`config.mk`:
```
export PLATFORM = sky130hd
export DESIGN_NAME = energy_window_power_monitor
export DESIGN_NICKNAME = d
export VERILOG_FILES = /design/src/rtl/energy_pkg.sv /design/src/rtl/energy_seq_divider.sv /design/src/rtl/energy_window_power_monitor.sv
export SDC_FILE = /design/constraint.sdc
export NUM_CORES = 2
export LEC_CHECK = 0
export ABC_CLOCK_PERIOD_IN_PS = 14610
export BUFFER_PORTS_ARGS = -buffer_cell sky130_fd_sc_hd__buf_2
export CAP_MARGIN = 25
export CORE_ASPECT_RATIO = 0.7
export CORE_MARGIN = 3
export CORE_UTILIZATION = 45
export CTS_BUF_LIST = sky130_fd_sc_hd__clkbuf_16
export DETAILED_ROUTE_END_ITERATION = 8
export PLACE_DENSITY_LB_ADDON = 0.15
export SLEW_MARGIN = 20
export SYNTH_ARGS = -nofsm -noshare
export SYNTH_HDL_FRONTEND = slang
export SYNTH_SLANG_ARGS = --single-unit
export TNS_END_PERCENT = 20
```
`constraint.sdc`:
```
create_clock -name clk -period 14.61 [get_ports clk]
set_input_delay 2.1915 -clock clk [delete_from_list [all_inputs] [get_ports clk]]
set_output_delay 2.1915 -clock clk [all_outputs]
set_load 0.01 [all_outputs]
```
`src/rtl/energy_pkg.sv`:
```
// Shared constants, FSM state type and saturation helpers for the energy window power monitor.
package energy_pkg;

    localparam int unsigned PS_PER_US = 1000000;
    localparam int unsigned MW_SCALE  = 1000;

    typedef enum logic [1:0] {
        StIdle,
        StRun,
        StDiv,
        StPost
    } state_e;

    function automatic logic [15:0] sat_u16(input logic [63:0] value);
        return (value > 64'h0000_0000_0000_FFFF) ? 16'hFFFF : value[15:0];
    endfunction

    function automatic logic [15:0] sat0_sub16(input logic [15:0] a, input logic [15:0] b);
        return (a > b) ? (a - b) : 16'h0000;
    endfunction

endpackage

```
`src/rtl/energy_seq_divider.sv`:
```
// Restoring unsigned divider, one quotient bit per cycle; divide-by-zero yields 0.
module energy_seq_divider #(
    parameter int unsigned DIV_W = 48
) (
    input  logic             clk,
    input  logic             reset,
    input  logic             start,
    input  logic [DIV_W-1:0] dividend,
    input  logic [31:0]      divisor,
    output logic             busy,
    output logic             done,
    output logic [DIV_W-1:0] quotient
);

    localparam int unsigned CNT_W = $clog2(DIV_W + 1);
    localparam logic [CNT_W-1:0] CNT_ONE = 1;

    logic [CNT_W-1:0] cnt_q;
    logic [31:0]      rem_q;
    logic [31:0]      dsr_q;
    logic [DIV_W-1:0] quo_q;
    logic             zero_q;

    logic [32:0] trial;
    logic [32:0] diff;
    logic        fits;
    logic [31:0] rem_d;

    always_comb begin
        trial = {rem_q, quo_q[DIV_W-1]};
        diff  = trial - {1'b0, dsr_q};
        fits  = (trial >= {1'b0, dsr_q});
        rem_d = fits ? diff[31:0] : trial[31:0];
    end

    // Quotient bits shift in behind the dividend bits being consumed.
    always_ff @(posedge clk or posedge reset) begin
        if (reset) begin
            cnt_q  <= '0;
            rem_q  <= '0;
            dsr_q  <= '0;
            quo_q  <= '0;
            zero_q <= 1'b0;
        end else if (start) begin
            cnt_q  <= CNT_W'(DIV_W);
            rem_q  <= '0;
            dsr_q  <= divisor;
            quo_q  <= dividend;
            zero_q <= (divisor == 32'h0);
        end else if (busy) begin
            cnt_q <= cnt_q - CNT_ONE;
            rem_q <= rem_d;
            quo_q <= {quo_q[DIV_W-2:0], fits};
        end
    end

    assign busy     = (cnt_q != '0);
    // High during the final iteration; the quotient is complete from the next cycle on.
    assign done     = (cnt_q == CNT_ONE);
    assign quotient = zero_q ? '0 : quo_q;

endmodule

```
`src/rtl/energy_window_power_monitor.sv`:
```
// Converts per-window energy-counter deltas into average power (mW) and drives a hysteretic
// throttle request against a programmable budget.
module energy_window_power_monitor
    import energy_pkg::*;
#(
    parameter int unsigned LOG2_WINDOW = 8,
    parameter int unsigned DIV_W       = 48
) (
    input  logic        clk,
    input  logic        reset,
    input  logic        enable,
    input  logic [63:0] total_energy_pj,
    input  logic [15:0] current_freq_mhz,
    input  logic [15:0] budget_mw,
    input  logic [15:0] hyst_mw,
    input  logic        sample_ready,
    output logic        sample_valid,
    output logic [15:0] avg_power_mw,
    output logic        throttle_req,
    output logic        sample_overrun,
    output logic [31:0] window_count
);

    localparam logic [LOG2_WINDOW-1:0] WIN_ONE = 1;
    localparam logic [73:0] DIV_MAX = (74'(1) << DIV_W) - 74'(1);

    state_e state_q, state_d;

    logic [LOG2_WINDOW-1:0] win_cnt_q;
    logic [63:0]            snapshot_q;
    logic                   valid_q;
    logic                   throttle_q;
    logic                   overrun_q;
    logic [15:0]            avg_q;
    logic [31:0]            wcount_q;

    logic [63:0]      epc;
    logic [73:0]      scaled;
    logic [DIV_W-1:0] dividend;
    logic [31:0]      divisor;
    logic             div_start;
    logic             div_busy;
    logic             div_done;
    logic [DIV_W-1:0] div_quot;
    logic             publish;
    logic [15:0]      result;
    logic             throttle_d;

    // Modulo-2^64 subtraction absorbs counter wrap within a window.
    always_comb begin
        epc      = (total_energy_pj - snapshot_q) >> LOG2_WINDOW;
        scaled   = 74'(epc) * 74'(MW_SCALE);
        dividend = (scaled > DIV_MAX) ? DIV_MAX[DIV_W-1:0] : scaled[DIV_W-1:0];
        divisor  = (current_freq_mhz != 16'h0)
                 ? (32'(PS_PER_US) / {16'h0, current_freq_mhz}) : 32'h0;
    end

    energy_seq_divider #(
        .DIV_W (DIV_W)
    ) u_div (
        .clk      (clk),
        .reset    (reset),
        .start    (div_start),
        .dividend (dividend),
        .divisor  (divisor),
        .busy     (div_busy),
        .done     (div_done),
        .quotient (div_quot)
    );

    always_ff @(posedge clk or posedge reset) begin
        if (reset) begin
            state_q <= StIdle;
        end else begin
            state_q <= state_d;
        end
    end

    always_comb begin
        state_d = state_q;
        case (state_q)
            StIdle: if (enable) state_d = StRun;
            StRun: begin
                if (!enable) begin
                    state_d = StIdle;
                end else if (&win_cnt_q) begin
                    state_d = StDiv;
                end
            end
            StDiv:   if (div_done) state_d = StPost;
            StPost:  state_d = enable ? StRun : StIdle;
            default: state_d = StIdle;
        endcase
    end

    always_comb begin
        div_start = (state_q == StRun) && enable && (&win_cnt_q);
        publish   = (state_q == StPost) && !div_busy;
    end

    always_comb begin
        result     = sat_u16(64'(div_quot));
        throttle_d = throttle_q;
        if (budget_mw == 16'h0) begin
            throttle_d = 1'b0;
        end else if (result >= budget_mw) begin
            throttle_d = 1'b1;
        end else if (result < sat0_sub16(budget_mw, hyst_mw)) begin
            throttle_d = 1'b0;
        end
    end

    // A post on the same edge as an acceptance keeps the new sample valid and is no overrun.
    always_ff @(posedge clk or posedge reset) begin
        if (reset) begin
            win_cnt_q  <= '0;
            snapshot_q <= '0;
            valid_q    <= 1'b0;
            throttle_q <= 1'b0;
            overrun_q  <= 1'b0;
            avg_q      <= '0;
            wcount_q   <= '0;
        end else begin
            win_cnt_q <= (state_q == StIdle) ? '0 : (win_cnt_q + WIN_ONE);
            if ((state_q == StIdle) || div_start) begin
                snapshot_q <= total_energy_pj;
            end
            if (publish) begin
                avg_q      <= result;
                valid_q    <= 1'b1;
                wcount_q   <= wcount_q + 32'd1;
                throttle_q <= throttle_d;
                if (valid_q && !sample_ready) begin
                    overrun_q <= 1'b1;
                end
            end else if (valid_q && sample_ready) begin
                valid_q <= 1'b0;
            end
        end
    end

    assign sample_valid   = valid_q;
    assign avg_power_mw   = avg_q;
    assign throttle_req   = throttle_q;
    assign sample_overrun = overrun_q;
    assign window_count   = wcount_q;

endmodule

```
### Yosys cells after proc, flatten, opt, wreduce, memory -nomap -nowiden

Cells that the tools add are included.

* memory bits (writable): 0
* memories: 0
* ROM bits: 0
* latch bits: 0
* word-level logic and storage cells: 78
* flip-flop bits (word level): 244

* equal/unequal tests: 7
* shift-type cells: 0
* bitwise logic cells: 0
* $mul: 1
* reduce and logical (&&, ||, !) cells: 20
* multiplexer cells: 24
* $lt $le $gt $ge: 6
* div/mod/pow operators: 1
* add/sub/neg operators: 6

Operators by type and width (count)
* two-way mux 48 bit: 4
* two-way mux 32 bit: 4
* greater-than comparator 66 x 48 -> 1 bit (second input constant): 1
* subtractor 64 bit: 1
* multiplier 56 x 7 -> 63 bit (second input constant): 1
* greater-than comparator 48 x 16 -> 1 bit (second input constant): 1
* >= comparator 33 x 32 -> 1 bit: 1
* adder 32 x 1 -> 32 bit (second input constant): 1
* divider 20 x 16 -> 32 bit (first input constant): 1
* zero test 32 bit: 1
* two-way mux 16 bit: 2
* subtractor 32 bit: 1
* >= comparator 16 bit: 1
* greater-than comparator 16 bit: 1
* zero test 16 bit: 1
* < comparator 16 bit: 1
* nonzero test 16 bit: 1
* subtractor 16 bit: 1
* two-way mux 6 bit: 2
* adder 8 x 1 -> 8 bit (second input constant): 1
* two-way mux 2 bit: 4
* two-way mux 8 bit: 1
* one-hot mux 2 bit (4 select lines): 1
* AND reduction 8 bit: 1
* 16 further kinds: 30

### Depth between registers and ports, before layout

* depth in word-level cells: 7
* mapped depth: 481
* depth with buffers taken out: 435

### By module

From an unflattened synthesis, not the netlist that was laid out.

* cells, all modules: 6318
* area total of the unflattened synthesis: 48970.7 sq um

Modules (own cells, without submodules)
* energy_window_power_monitor: instances 1, cells an instance 5425, area an instance 41334.6 sq um, sequential area each 3128.0 sq um
* energy_seq_divider: instances 1, cells an instance 893, area an instance 7636.1 sq um, sequential area each 2977.9 sq um

### Worst setup path before layout

No wires, ideal clock.

* path type: input to register
* from: input port current_freq_mhz[0]
* to: register u_div.dsr_q[0]
* arrival: 86.608 ns
* buffers on the path: 49
* setup slack: -72.134 ns
* cell stages on the path: 463
* library setup time: 0.136 ns
* cell sequence: buf_4 -> inv_2 -> clkbuf_1 -> clkbuf_1 -> buf_1 -> clkbuf_1 -> ha_1 -> nor3b_1 -> inv_1 -> nor3_1 -> ha_1 -> a21oi_1 -> a2bb2oi_1 -> nor2_1 -> ha_1 -> o211ai_1 -> and2_1 -> a211oi_1 -> [427 not listed] -> buf_4 -> buf_6 -> nand2_1 -> o21ai_1 -> ha_1 -> a21o_1 -> a21oi_1 -> nor2b_1 -> o21ai_0 -> nand2b_1 -> a21oi_1 -> nor2b_1 -> o21ai_0 -> nand2_1 -> nor2_1 -> o2111ai_1 -> a2111oi_0 -> a31oi_1

* longest elaborated chain between the ends: 2

Ends and longest elaborated chain
* start, declared: RTL line energy_window_power_monitor.sv:13 `input logic [15:0] current_freq_mhz,`
* divider 20 x 16 -> 32 bit / nonzero test 16 bit (equally long branches): RTL line energy_window_power_monitor.sv:55, energy_window_power_monitor.sv:54
* two-way mux 32 bit *: RTL line energy_window_power_monitor.sv:55 `? (32'(PS_PER_US) / {16'h0, current_freq_mhz}) : 32'h0;`
* end signal, assigned: RTL line energy_seq_divider.sv:47 `dsr_q <= divisor;`
* end, declared: RTL line energy_seq_divider.sv:20 `logic [31:0] dsr_q;`

Mark *: on every way between the ends. The rest lies on a longest branch, timed or not.
A chain may end at the register's enable or synchronous reset.

### Worst setup path after layout

* from: input port current_freq_mhz[7]
* to: register u_div.dsr_q[0]

Same word-level chain as after synthesis.

==> flow_summary_export.csv <==
group,metric,value,unit
placement,dp_slack,-59.26,ns
clock_tree,cts_buffers,27,
logic_synthesis,ys_ff_latch,243,
grt,grt_start_max_net_pins,100,
clock_tree,clock_sinks,243,
setup_path,endpoint,"u_div.dsr_q[0]$_DFFE_PP0P_",
placement,dpl.hpwl,129000,µm
timing,skew,0.0404,ns
timing,finalHoldViolCount,0,
floorplanning,start_util,45.8,%
logic_synthesis,syn_nets,7130,
setup_path,max_stage_delay,0.52,ns
timing,timing.setup.tns,-557.81,ns
detailed_routing,drt_iter0_markers,4231,
grt,grt_antenna_before_repair,4,
timing,finalWorstSetupSlack,-57.92,ns
run_status,status,"finished with violations",
finish,drive_gt1_share,37.4,%
logic_synthesis,synth-warning-count,0,
finish,layout-area-overhead-vs-synth,48.2,%
timing,setup_viol,22,
timing,worst_slew_pin_slew,1.03,ns
setup_path,r2r_end,"u_div.quo_q[39]$_DFFE_PP0P_",
timing,drv_slew,0,
min_path,holdCritStartpoint,"win_cnt_q[0]$_DFF_PP0_",
setup_path,cp.required,15.11,ns
detailed_routing,drc_errors,0,
grt,grtUsageTotal,29.3,%
placement,portBuffers,166,
floorplanning,die_area,111000,µm²
run,drv_cap,0,
floorplanning,die_x,397,µm
floorplanning,die_h,280,µm
timing,rsz0062_at_grt,"yes",
clock_tree,cts_root_buf,"clkbuf_16",
run_status,violations,"negative setup slack",
floorplanning,core_area,105000,µm²
floorplanning,ios,167,
grt,first_global_vias,52400,
detailed_routing,wl_per_cell,17.3,µm
setup_path,cpMostUsedCell,"buf_4",
clock_tree,hold_buffers,0,
clock_tree,clk_latency,0.63,ns
finish,fin_nets,9397,
logic_synthesis,netlist_area,48100,µm²
timing,fmax,13.8,MHz
timing,min_period,72.53,ns
timing,relSlewSlack,31.2,%
floorplanning,num_rows,99,
logic_synthesis,ys_types,129,
setup_path,crit_fanout,9,
setup_path,critPathSlowestCell,"or4_4",
logic_synthesis,synth_flop_cell,"dfrtp_1",
placement,gp_congestion,0.944,
logic_synthesis,yosysSeqAreaShare,12.6,%
detailed_routing,vias,54400,
detailed_routing,drtPass1Iterations,6,
setup_path,reg2regPathDepth,65,
setup_path,r2r_start,"snapshot_q[1]$_DFFE_PP0P_",
grt,grt_pass1_wl,271000,µm
min_path,hold_path_class,"reg2reg",
setup_path,arrival,73.03,ns
clock_tree,htree_levels,1,
detailed_routing,ant_nets,0,
setup_path,path_class,"in2reg",
logic_synthesis,synth_edf_count,0,
timing,finalCritPeriodShare,496,%
clock_tree,clk_path_buf_depth,3,
setup_path,r2r_slack,1.31,ns
detailed_routing,vias_per_cell,5.52,
clock_tree,clk_pin_slew,0.07,ns
logic_synthesis,synthCells,6160,
setup_path,start_kind,"input pin",
logic_synthesis,async_flop_share,100,%
grt,gr-total-overflow,0,
setup_path,crit_path_end_kind,"register",
setup_path,crit_start,"current_freq_mhz[7]",
logic_synthesis,syn_area_per_cell,7.82,µm²
clock_tree,cts_tree,"yes",
detailed_routing,wirelength,171000,µm
placed cells by master, fill, tap and decap left out, types with 37 or more instances in the layout:
| cell type | instances |
|---|---|
| buf_4 | 2157 |
| o211ai_1 | 47 |
| nor2b_1 | 72 |
| o21a_1 | 98 |
| xor2_1 | 130 |
| nor3_1 | 168 |
| a21oi_1 | 322 |
| nand4_1 | 59 |
| and2_1 | 52 |
| o21ai_0 | 247 |
| nand2b_1 | 122 |
| a21oi_2 | 54 |
| ha_1 | 577 |
| o21ai_1 | 56 |
| ha_4 | 51 |
| and3_1 | 47 |
| o21ai_2 | 54 |
| nor2_1 | 535 |
| nand3_1 | 112 |
| buf_2 | 162 |
| nand2_1 | 513 |
| a21o_1 | 199 |
| fa_1 | 217 |
| inv_1 | 538 |
| mux2_2 | 120 |
| mux2i_1 | 41 |
| o21bai_1 | 40 |
| buf_6 | 60 |
| or3_1 | 41 |
| dfrtp_1 | 243 |
| a31oi_1 | 69 |
| nor4_1 | 41 |
| a21boi_0 | 37 |
| o31ai_1 | 116 |
| xnor2_1 | 254 |
metal layers:
layer,GRT usage [%],share of wire (%),vias to the layer above
met5,0,0.016,-
li1,-,-,26600
met2,43.3,42,1660
met4,5.73,2.1,4
met1,44.8,49,25900
met3,4.28,7.0,256
synthesized netlist by cell type (126+ instances only):
cell type	number	area, µm²
mux2_2	134	1510
a21oi_1	385	1930
inv_1	546	2050
xor2_1	131	1150
o31ai_1	130	976
fa_1	217	4340
nand3_1	126	631
nor2_1	577	2170
nor3_1	182	911
a21o_1	202	1520
dfrtp_1	243	6080
o21ai_0	333	1670
xnor2_1	254	2220
nand2_1	547	2050
ha_1	637	7970
cells by family (layout without fill, tap and decap cells):
logic type / count (synthesis) / in the layout / synth area share [%]
adders and majority gates: 855 / 855 / 25.6
muxes: 186 / 186 / 4.31
AOI/OAI and AO/OA: 1731 / 1732 / 24.1
and+or+nand+nor: 2046 / 2047 / 20.6
other: 0 / 2 / 0
xor gates and xnor gates: 386 / 386 / 7.05
buffers and inverters: 713 / 2999 / 5.71
DFF: 243 / 243 / 12.6
through the flow:
stage	utilization, %	instance area (µm²)	hold slack, ns	cells
floorplan	-	49500	0.433	6160
global placement	61.6	64700	0.451	9395
detailed placement	61.6	64700	0.458	9395
CTS	65.9	69300	0.476	9723
global route	67.8	71300	0.491	9862
finish	67.8	71300	0.468	9864
critical path: cells and delay by family:
family / cells / cell delay, ns
adder cells (fa/ha/maj): 29 / 8.52
AND/OR/NAND/NOR: 108 / 15.46
AO/OA/AOI/OAI: 185 / 29.98
XOR/XNOR: 2 / 0.42
buffers and inverters: 118 / 14.79
multiplexers: 5 / 1.50
flip-flops by register name, summed over array words and instances (netlist names):
| register | count |
|---|---|
| window_count | 32 |
| snapshot_q | 64 |
| u_div.quo_q | 48 |
| u_div.rem_q | 32 |
| win_cnt_q | 8 |
| sample_overrun | 1 |
| state_q | 2 |
| throttle_req | 1 |
| u_div.zero_q | 1 |
| u_div.dsr_q | 31 |
| sample_valid | 1 |
| u_div.cnt_q | 6 |
| avg_power_mw | 16 |
repair_timing:
action | in CTS | in global routing
cloned | 3 | 2
gates resized for setup | 334 | 207
pin swaps | 232 | 217
endpoints found under the setup margin | 69 | 70
buffers inserted | 275 | 142
worst min path at each step:
stage                                    to  depth (start not counted)
4_1_cts        avg_power_mw[11]$_DFFE_PP0P_                          2
6_report             win_cnt_q[0]$_DFF_PP0_                          1
3_3_place_gp         win_cnt_q[0]$_DFF_PP0_                          1
2_1_floorplan        win_cnt_q[0]$_DFF_PP0_                          1
3_5_place_dp     sample_overrun$_DFFE_PP0P_                          1
5_1_grt          sample_overrun$_DFFE_PP0P_                          1
cell type report:
type	instances	area (µm²)
multi-input cells	5206	42300
fillers	8674	33800
repair buffers	2401	18100
flip-flops and latches	243	6080
inverters	548	2080
well taps	1414	1770
clock buffers	27	676
clock inverters	23	304
diodes	2	5.00
Power is left out: the tool's default activity adds up to more than one toggle a clock period on the data nets, which glitch-free logic cannot reach.
